$ cat config.mk
export PLATFORM = sky130hd
export DESIGN_NAME = param_op_queue_flat
export DESIGN_NICKNAME = d
export VERILOG_FILES = /design/src/rtl/opq_pkg.sv /design/src/rtl/param_op_queue_if.sv /design/src/rtl/opq_ring_ptr.sv /design/src/rtl/param_op_queue.sv /design/src/flat_wrapper.sv
export SDC_FILE = /design/constraint.sdc
export NUM_CORES = 1
export LEC_CHECK = 0
export CORE_MARGIN = 2
export CORE_UTILIZATION = 28
export DETAILED_ROUTE_END_ITERATION = 7
export PLACE_DENSITY_LB_ADDON = 0.1
export SYNTH_ARGS = -nofsm -noshare
export SYNTH_HDL_FRONTEND = slang
export SYNTH_SLANG_ARGS = --single-unit
$ cat constraint.sdc
create_clock -name clk -period 3.7 [get_ports clk]
set_input_delay 0.74 -clock clk [delete_from_list [all_inputs] [get_ports clk]]
set_output_delay 0.74 -clock clk [all_outputs]
set_load 0.01 [all_outputs]
$ cat src/rtl/opq_pkg.sv
`default_nettype none
// ============================================================================
// Module   : opq_pkg
// Brief    : Opcodes, error codes and ring-index helper for param_op_queue.
// Revision : 1.0
// ============================================================================
package opq_pkg;

    typedef enum logic [1:0] {
        OP_PUSH = 2'b00,
        OP_NOP  = 2'b01,
        OP_COMB = 2'b10,
        OP_POP  = 2'b11
    } opcode_e;

    localparam logic [1:0] ERR_NONE = 2'b00;
    localparam logic [1:0] ERR_OVF  = 2'b01;
    localparam logic [1:0] ERR_UNF  = 2'b10;
    localparam logic [1:0] ERR_COMB = 2'b11;

    // step < depth and idx < depth, so one conditional subtract replaces a modulo.
    function automatic int unsigned wrap_add(input int unsigned idx,
                                             input int unsigned step,
                                             input int unsigned depth);
        int unsigned s;
        s = idx + step;
        if (s >= depth) s = s - depth;
        return s;
    endfunction

endpackage
`default_nettype wire

$ cat src/rtl/param_op_queue_if.sv
`default_nettype none
// ============================================================================
// Module   : param_op_queue_if
// Brief    : Request/status bundle of the operand queue. Macro OPQ_ERR_COUNT_EN
//            adds the err_cnt signal.
// Revision : 1.0
// ============================================================================
interface param_op_queue_if
    import opq_pkg::*;
#(
    parameter int DATA_W = 8,
    parameter int DEPTH  = 5,
    parameter int CNT_W  = $clog2(DEPTH + 1)
);
    logic                in_valid;
    opcode_e             opcode;
    logic [DATA_W-1:0]   din;
    logic                err_clr;
    logic                in_ready;
    logic [2*DATA_W-1:0] top_pair;
    logic [DATA_W-1:0]   tail;
    logic [CNT_W-1:0]    count;
    logic                empty;
    logic                full;
    logic                err;
    logic [1:0]          err_code;
`ifdef OPQ_ERR_COUNT_EN
    logic [7:0]          err_cnt;

    modport master (
        output in_valid, opcode, din, err_clr,
        input  in_ready, top_pair, tail, count, empty, full, err, err_code, err_cnt
    );
    modport slave (
        input  in_valid, opcode, din, err_clr,
        output in_ready, top_pair, tail, count, empty, full, err, err_code, err_cnt
    );
`else
    modport master (
        output in_valid, opcode, din, err_clr,
        input  in_ready, top_pair, tail, count, empty, full, err, err_code
    );
    modport slave (
        input  in_valid, opcode, din, err_clr,
        output in_ready, top_pair, tail, count, empty, full, err, err_code
    );
`endif
endinterface
`default_nettype wire

$ cat src/rtl/opq_ring_ptr.sv
`default_nettype none
// ============================================================================
// Module   : opq_ring_ptr
// Brief    : Ring index with +1 / +2 modulo-DEPTH advance (inc2 has priority).
// Revision : 1.0
// ============================================================================
module opq_ring_ptr
    import opq_pkg::*;
#(
    parameter int DEPTH = 5,
    parameter int PTR_W = $clog2(DEPTH)
) (
    input  wire logic             clk,
    input  wire logic             rst_n,
    input  wire logic             inc1,
    input  wire logic             inc2,
    output logic      [PTR_W-1:0] ptr
);

    logic [PTR_W-1:0] ptr_q;
    logic [PTR_W-1:0] ptr_d;

    always_comb begin
        ptr_d = ptr_q;
        if (inc2) begin
            ptr_d = PTR_W'(wrap_add(32'(ptr_q), 2, DEPTH));
        end else if (inc1) begin
            ptr_d = PTR_W'(wrap_add(32'(ptr_q), 1, DEPTH));
        end
    end

    always_ff @(posedge clk or negedge rst_n) begin
        if (!rst_n) begin
            ptr_q <= '0;
        end else begin
            ptr_q <= ptr_d;
        end
    end

    assign ptr = ptr_q;

endmodule
`default_nettype wire

$ cat src/rtl/param_op_queue.sv
`default_nettype none
// ============================================================================
// Module   : param_op_queue
// Brief    : Ring-buffer operand queue with push/pop/combine and a sticky,
//            coded error. Macro OPQ_ERR_COUNT_EN adds a rejected-request counter.
// Revision : 1.0
// ============================================================================
module param_op_queue
    import opq_pkg::*;
#(
    parameter int DATA_W = 8,
    parameter int DEPTH  = 5,
    parameter int CNT_W  = $clog2(DEPTH + 1)
) (
    input  wire logic       clk,
    input  wire logic       rst_n,
    param_op_queue_if.slave bus
);

    localparam int PTR_W = $clog2(DEPTH);

    typedef enum logic [0:0] {
        ST_OK  = 1'b0,
        ST_ERR = 1'b1
    } state_e;

    state_e            state_q, state_d;
    logic [1:0]        err_code_q, err_code_d;
    logic [CNT_W-1:0]  count_q, count_d;
    logic [DATA_W-1:0] mem_q [DEPTH];
    logic [DATA_W-1:0] mem_d [DEPTH];

    logic [PTR_W-1:0]  head;
    logic [PTR_W-1:0]  wr;
    logic [PTR_W-1:0]  head_nxt;
    logic [PTR_W-1:0]  wr_prev;

    logic accept;
    logic has1, has2, is_full;
    logic do_push, do_pop, do_comb;

    assign has1     = (count_q != '0);
    assign has2     = (count_q >= CNT_W'(2));
    assign is_full  = (count_q == CNT_W'(DEPTH));
    assign head_nxt = PTR_W'(wrap_add(32'(head), 1, DEPTH));
    assign wr_prev  = PTR_W'(wrap_add(32'(wr), DEPTH - 1, DEPTH));

    assign accept  = bus.in_valid && (state_q == ST_OK);
    assign do_push = accept && (bus.opcode == OP_PUSH) && !is_full;
    assign do_pop  = accept && (bus.opcode == OP_POP)  && has1;
    assign do_comb = accept && (bus.opcode == OP_COMB) && has2;

    opq_ring_ptr #(.DEPTH(DEPTH), .PTR_W(PTR_W)) u_head (
        .clk   (clk),
        .rst_n (rst_n),
        .inc1  (do_pop),
        .inc2  (do_comb),
        .ptr   (head)
    );

    opq_ring_ptr #(.DEPTH(DEPTH), .PTR_W(PTR_W)) u_wr (
        .clk   (clk),
        .rst_n (rst_n),
        .inc1  (do_push || do_comb),
        .inc2  (1'b0),
        .ptr   (wr)
    );

    always_comb begin
        state_d    = state_q;
        err_code_d = err_code_q;
        count_d    = count_q;
        mem_d      = mem_q;

        unique case (state_q)
            ST_OK: begin
                if (accept) begin
                    case (bus.opcode)
                        OP_PUSH: if (!is_full) begin
                            state_d = ST_OK;
                        end else begin
                            state_d    = ST_ERR;
                            err_code_d = ERR_OVF;
                        end
                        OP_POP: if (!has1) begin
                            state_d    = ST_ERR;
                            err_code_d = ERR_UNF;
                        end
                        OP_COMB: if (!has2) begin
                            state_d    = ST_ERR;
                            err_code_d = ERR_COMB;
                        end
                        default: state_d = state_q;
                    endcase
                end
            end
            ST_ERR: begin
                if (bus.err_clr) begin
                    state_d    = ST_OK;
                    err_code_d = ERR_NONE;
                end
            end
            default: state_d = state_q;
        endcase

        // Free slots before writing: a combine on a full ring reuses the freed head slot.
        if (do_pop || do_comb) mem_d[head]     = '0;
        if (do_comb)           mem_d[head_nxt] = '0;
        if (do_push || do_comb) mem_d[wr]      = bus.din;

        if (do_push)     count_d = count_q + CNT_W'(1);
        else if (do_pop || do_comb) count_d = count_q - CNT_W'(1);
    end

    always_ff @(posedge clk or negedge rst_n) begin
        if (!rst_n) begin
            state_q    <= ST_OK;
            err_code_q <= ERR_NONE;
            count_q    <= '0;
            for (int i = 0; i < DEPTH; i++) mem_q[i] <= '0;
        end else begin
            state_q    <= state_d;
            err_code_q <= err_code_d;
            count_q    <= count_d;
            mem_q      <= mem_d;
        end
    end

`ifdef OPQ_ERR_COUNT_EN
    logic [7:0] err_cnt_q, err_cnt_d;

    always_comb begin
        err_cnt_d = err_cnt_q;
        if (bus.err_clr) begin
            err_cnt_d = '0;
        end else if (bus.in_valid && (state_q == ST_ERR) && (err_cnt_q != 8'hFF)) begin
            err_cnt_d = err_cnt_q + 8'd1;
        end
    end

    always_ff @(posedge clk or negedge rst_n) begin
        if (!rst_n) begin
            err_cnt_q <= '0;
        end else begin
            err_cnt_q <= err_cnt_d;
        end
    end

    assign bus.err_cnt = err_cnt_q;
`endif

    assign bus.in_ready = (state_q == ST_OK);
    assign bus.err      = (state_q == ST_ERR);
    assign bus.err_code = err_code_q;
    assign bus.count    = count_q;
    assign bus.empty    = !has1;
    assign bus.full     = is_full;
    assign bus.top_pair = {(has1 ? mem_q[head] : DATA_W'(0)),
                           (has2 ? mem_q[head_nxt] : DATA_W'(0))};
    assign bus.tail     = has1 ? mem_q[wr_prev] : DATA_W'(0);

endmodule
`default_nettype wire

$ cat src/flat_wrapper.sv
// flat-port wrapper written by rule: the top's interface ports become plain ports
module param_op_queue_flat import opq_pkg::*;
#(
    parameter int DATA_W = 8,
    parameter int DEPTH  = 5,
    parameter int CNT_W  = $clog2(DEPTH + 1)
)
  (clk, rst_n, bus_in_valid, bus_opcode, bus_din, bus_err_clr, bus_in_ready, bus_top_pair, bus_tail, bus_count, bus_empty, bus_full, bus_err, bus_err_code);
  param_op_queue_if #(.DATA_W(DATA_W), .DEPTH(DEPTH), .CNT_W(CNT_W)) bus_i ();
  input  wire logic clk;
  input  wire logic rst_n;
  input wire logic [$bits(bus_i.in_valid)-1:0] bus_in_valid;
  input wire logic [$bits(bus_i.opcode)-1:0] bus_opcode;
  input wire logic [$bits(bus_i.din)-1:0] bus_din;
  input wire logic [$bits(bus_i.err_clr)-1:0] bus_err_clr;
  output wire logic [$bits(bus_i.in_ready)-1:0] bus_in_ready;
  output wire logic [$bits(bus_i.top_pair)-1:0] bus_top_pair;
  output wire logic [$bits(bus_i.tail)-1:0] bus_tail;
  output wire logic [$bits(bus_i.count)-1:0] bus_count;
  output wire logic [$bits(bus_i.empty)-1:0] bus_empty;
  output wire logic [$bits(bus_i.full)-1:0] bus_full;
  output wire logic [$bits(bus_i.err)-1:0] bus_err;
  output wire logic [$bits(bus_i.err_code)-1:0] bus_err_code;
  assign bus_i.in_valid = bus_in_valid;
  assign bus_i.opcode = bus_opcode;
  assign bus_i.din = bus_din;
  assign bus_i.err_clr = bus_err_clr;
  assign bus_in_ready = bus_i.in_ready;
  assign bus_top_pair = bus_i.top_pair;
  assign bus_tail = bus_i.tail;
  assign bus_count = bus_i.count;
  assign bus_empty = bus_i.empty;
  assign bus_full = bus_i.full;
  assign bus_err = bus_i.err;
  assign bus_err_code = bus_i.err_code;
  param_op_queue #(.DATA_W(DATA_W), .DEPTH(DEPTH), .CNT_W(CNT_W)) u_core (.clk(clk), .rst_n(rst_n), .bus(bus_i));
endmodule
==> reports/results.txt <==
reg2reg end - u_core.mem_q[24]
port bufs - 46
WL per Instance - 20.1 um
clock sinks - 52
overall routing resource usage - 0.176
Syn Nets - 475
WL final - 13600 um
Worst slew margin - 0.381
post-route cell area - 5080 um^2
crit-path leading delay family - compound AO/OA/AOI/OAI gates
startpoint types - flip-flop
CTS Buffer Depth - 2
min cycle time layout - 3.45 ns
vias in the first global route - 3695
HP Start - u_core.bus.err_code[1]
root buffer selected by CTS - clkbuf_16
clock power share - 0.101
I/O pin count - 47
power density of the placed cells - 1000 nW/um^2
Comb pwr share - 0.678
HPWL after DPL - 10400 um
Reg clk slew, reported paths - 0.07 ns
non-filler instance count after layout - 679
Crit path top cell by count - ha_1
total grt overflow - 0
Worst Path Buf+Inv - 3
CTS Buf Count - 5
Post-DP Area - 4850 um^2
#FFs+latches synth - 52
Tot Pwr - 5080 uW
peak supply drop - 0.239 mV
Hold Crit Endpoint - u_core.bus.err_code[1]
first-pass GRT wire length - 21700 um
Max FO, Critical Path - 8
synth warn - 0
placed cells - 671
CTS Hold Bufs - 0
detailed-route DRC error count - 0
Req. time, crit path - 2.96 ns
Via density - 5.42
CTS tree - done
Die Y - 125 um
flop-to-flop setup slack - 1.25 ns
Pint - 2610 uW
pin count of the biggest net entering global routing - 36
die area - 15600 um^2
Synth cell types - 64
cell chain of the critical path - inv_2 > ha_1 > ha_1 > inv_1 > or4_1 > a211o_4 > o221ai_1 > dlygate4sd2_1
Setup TNS Final - 0 ns
period utilisation layout - 0.933
final setup vio count - 0
P_leak - 0.00225 uW
DR iter-0 viols - 395
fraction of layout cells with a size suffix above 1 - 0.160
FF-to-FF Start - u_core.u_head.ptr[1]
row cnt - 44
Synth Flop Type - dfrtp_1
Hold Fails Final Rpt - 0
initial core utilization - 0.285
RSZ-0062 raised after global routing - false
slowest stage cell, crit path - or4_1
Switching Fraction - 0.486
GPL Wtd Cong - 0.807
final core utilization - 0.353
worst clock skew - 0.00588 ns
Psw - 2470 uW
outcome - complete, no violations
Max-Cap Viols - 0
worst slew pin tran - 0.929 ns
layout net count - 527
TritonRoute pass-1 iters - 4
H-tree Lvls - 2
Post-Syn Area per Cell - 9.29 um^2
Core Box Area - 14400 um^2
Final ANT Viol Nets - 0
Post-Syn Area - 4110 um^2
part of the Yosys area used for sequential elements - 0.317
Critical Path End Type - primary output
ys async rst share - 1.00
Seq pwr share - 0.221
initial antenna violation count - 0
via count - 3680
Max Slew Vio Count - 0
CP Data Arrival Time - 2.71 ns
die width - 125 um
ant diodes - 0
synthesized instance count - 442
crit path kind - flip-flop to primary output
clk_lat worst skew - 0.31 ns
Worst Reg2Reg Path Length in Cells - 8
Syn-to-layout area delta - 23.9%
fmax - 290 MHz
Hold Path Cell Cnt - 1
hold crit path type - flip-flop to flip-flop
Post-synth EDFFs - 0
slowest stage delay, CP - 0.43 ns
[cells in the final DEF, fill, tap and decap left out, drive strengths merged, types with 17 or more instances in the layout]
cell / n
inv: 26
buf: 28
o21ai: 23
o21a: 18
nand2: 52
o2bb2ai: 34
ha: 17
dfrtp: 52
clkdlybuf4s50: 29
nor2: 23
[final cells by class]
class / count / area (um^2)
clock buffer: 5 / 125
timing repair buffer: 73 / 691
tap: 184 / 230
multi-input combinational: 338 / 2620
sequential: 52 / 1300
inverter: 24 / 90.1
clock inverter: 3 / 28.8
fill: 1483 / 9340
[Yosys cell counts, types with 10 or more instances]
cell type,number,area share
a211oi_1,15,0.027
a21oi_1,10,0.012
a31oi_1,10,0.015
and3_1,10,0.015
buf_2,17,0.021
dfrtp_1,52,0.32
ha_1,17,0.052
inv_1,21,0.019
nand2_1,51,0.047
nor2_1,23,0.021
o21a_1,18,0.033
o21ai_0,19,0.023
o2bb2ai_1,32,0.068
[through the flow]
step | setup slack, ns | hold slack, ns
after floorplan | 0.483 | 0.444
after CTS | 0.00908 | 0.527
final | 0.249 | 0.516
after global routing | 0.0705 | 0.550
after detailed placement | 0.224 | 0.510
after global placement | 0.286 | 0.495
[power by group through the flow]
stage | clock (uW) | sequential [uW] | combinational, uW
2_1_floorplan | 0 | 989 | 2180
5_1_grt | 558 | 1150 | 3760
6_report | 514 | 1120 | 3450
3_3_place_gp | 0 | 1120 | 3420
4_1_cts | 527 | 1110 | 3490
3_5_place_dp | 0 | 1120 | 3440
[worst max path at each step]
stage | slack, ns | cells past startpoint | from | to
2_1_floorplan | 0.48 | 9 | u_core.u_head.ptr[1] | bus_top_pair[3]
3_3_place_gp | 0.29 | 8 | u_core.u_wr.ptr[1] | bus_tail[7]
3_5_place_dp | 0.22 | 8 | u_core.u_wr.ptr[1] | bus_tail[7]
4_1_cts | 0.009 | 9 | u_core.u_head.ptr[1] | bus_top_pair[6]
5_1_grt | 0.07 | 10 | u_core.u_wr.ptr[1] | bus_tail[5]
6_report | 0.25 | 8 | u_core.u_wr.ptr[1] | bus_tail[5]
[logic make-up (layout without fill, tap and decap cells)]
logic type,Yosys count,after routing,synth area share
muxes,21,21,0.0768
AOI/OAI and AO/OA,166,166,0.322
and+or+nand+nor,129,129,0.161
xor gates and xnor gates,3,3,0.00640
buffers and inverters,52,105,0.0558
DFF,52,52,0.317
adders and majority gates,19,19,0.0616
[layer usage]
layer,vias to the layer above,share of wire,GRT usage
met5,-,0,0
met4,0,0.012,0.0399
met3,10,0.053,0.0252
met2,106,0.46,0.279
met1,1777,0.48,0.256
li1,1787,-,-
[sequential cells by signal (all words and copies together) (netlist names)]
name                 cells
u_core.bus.count         3
u_core.mem_q            40
u_core.bus.err           1
u_core.bus.err_code      2
u_core.u_head.ptr        3
u_core.u_wr.ptr          3
[what timing repair did]
item / in CTS / in global routing
endpoints found under the setup margin: 12 / 14
endpoints found under the hold margin: 0 / 0
pin swaps: 1 / 4
buffers inserted: 0 / 0
resized for setup: 10 / 16
(Power assumes the default switching activity.)
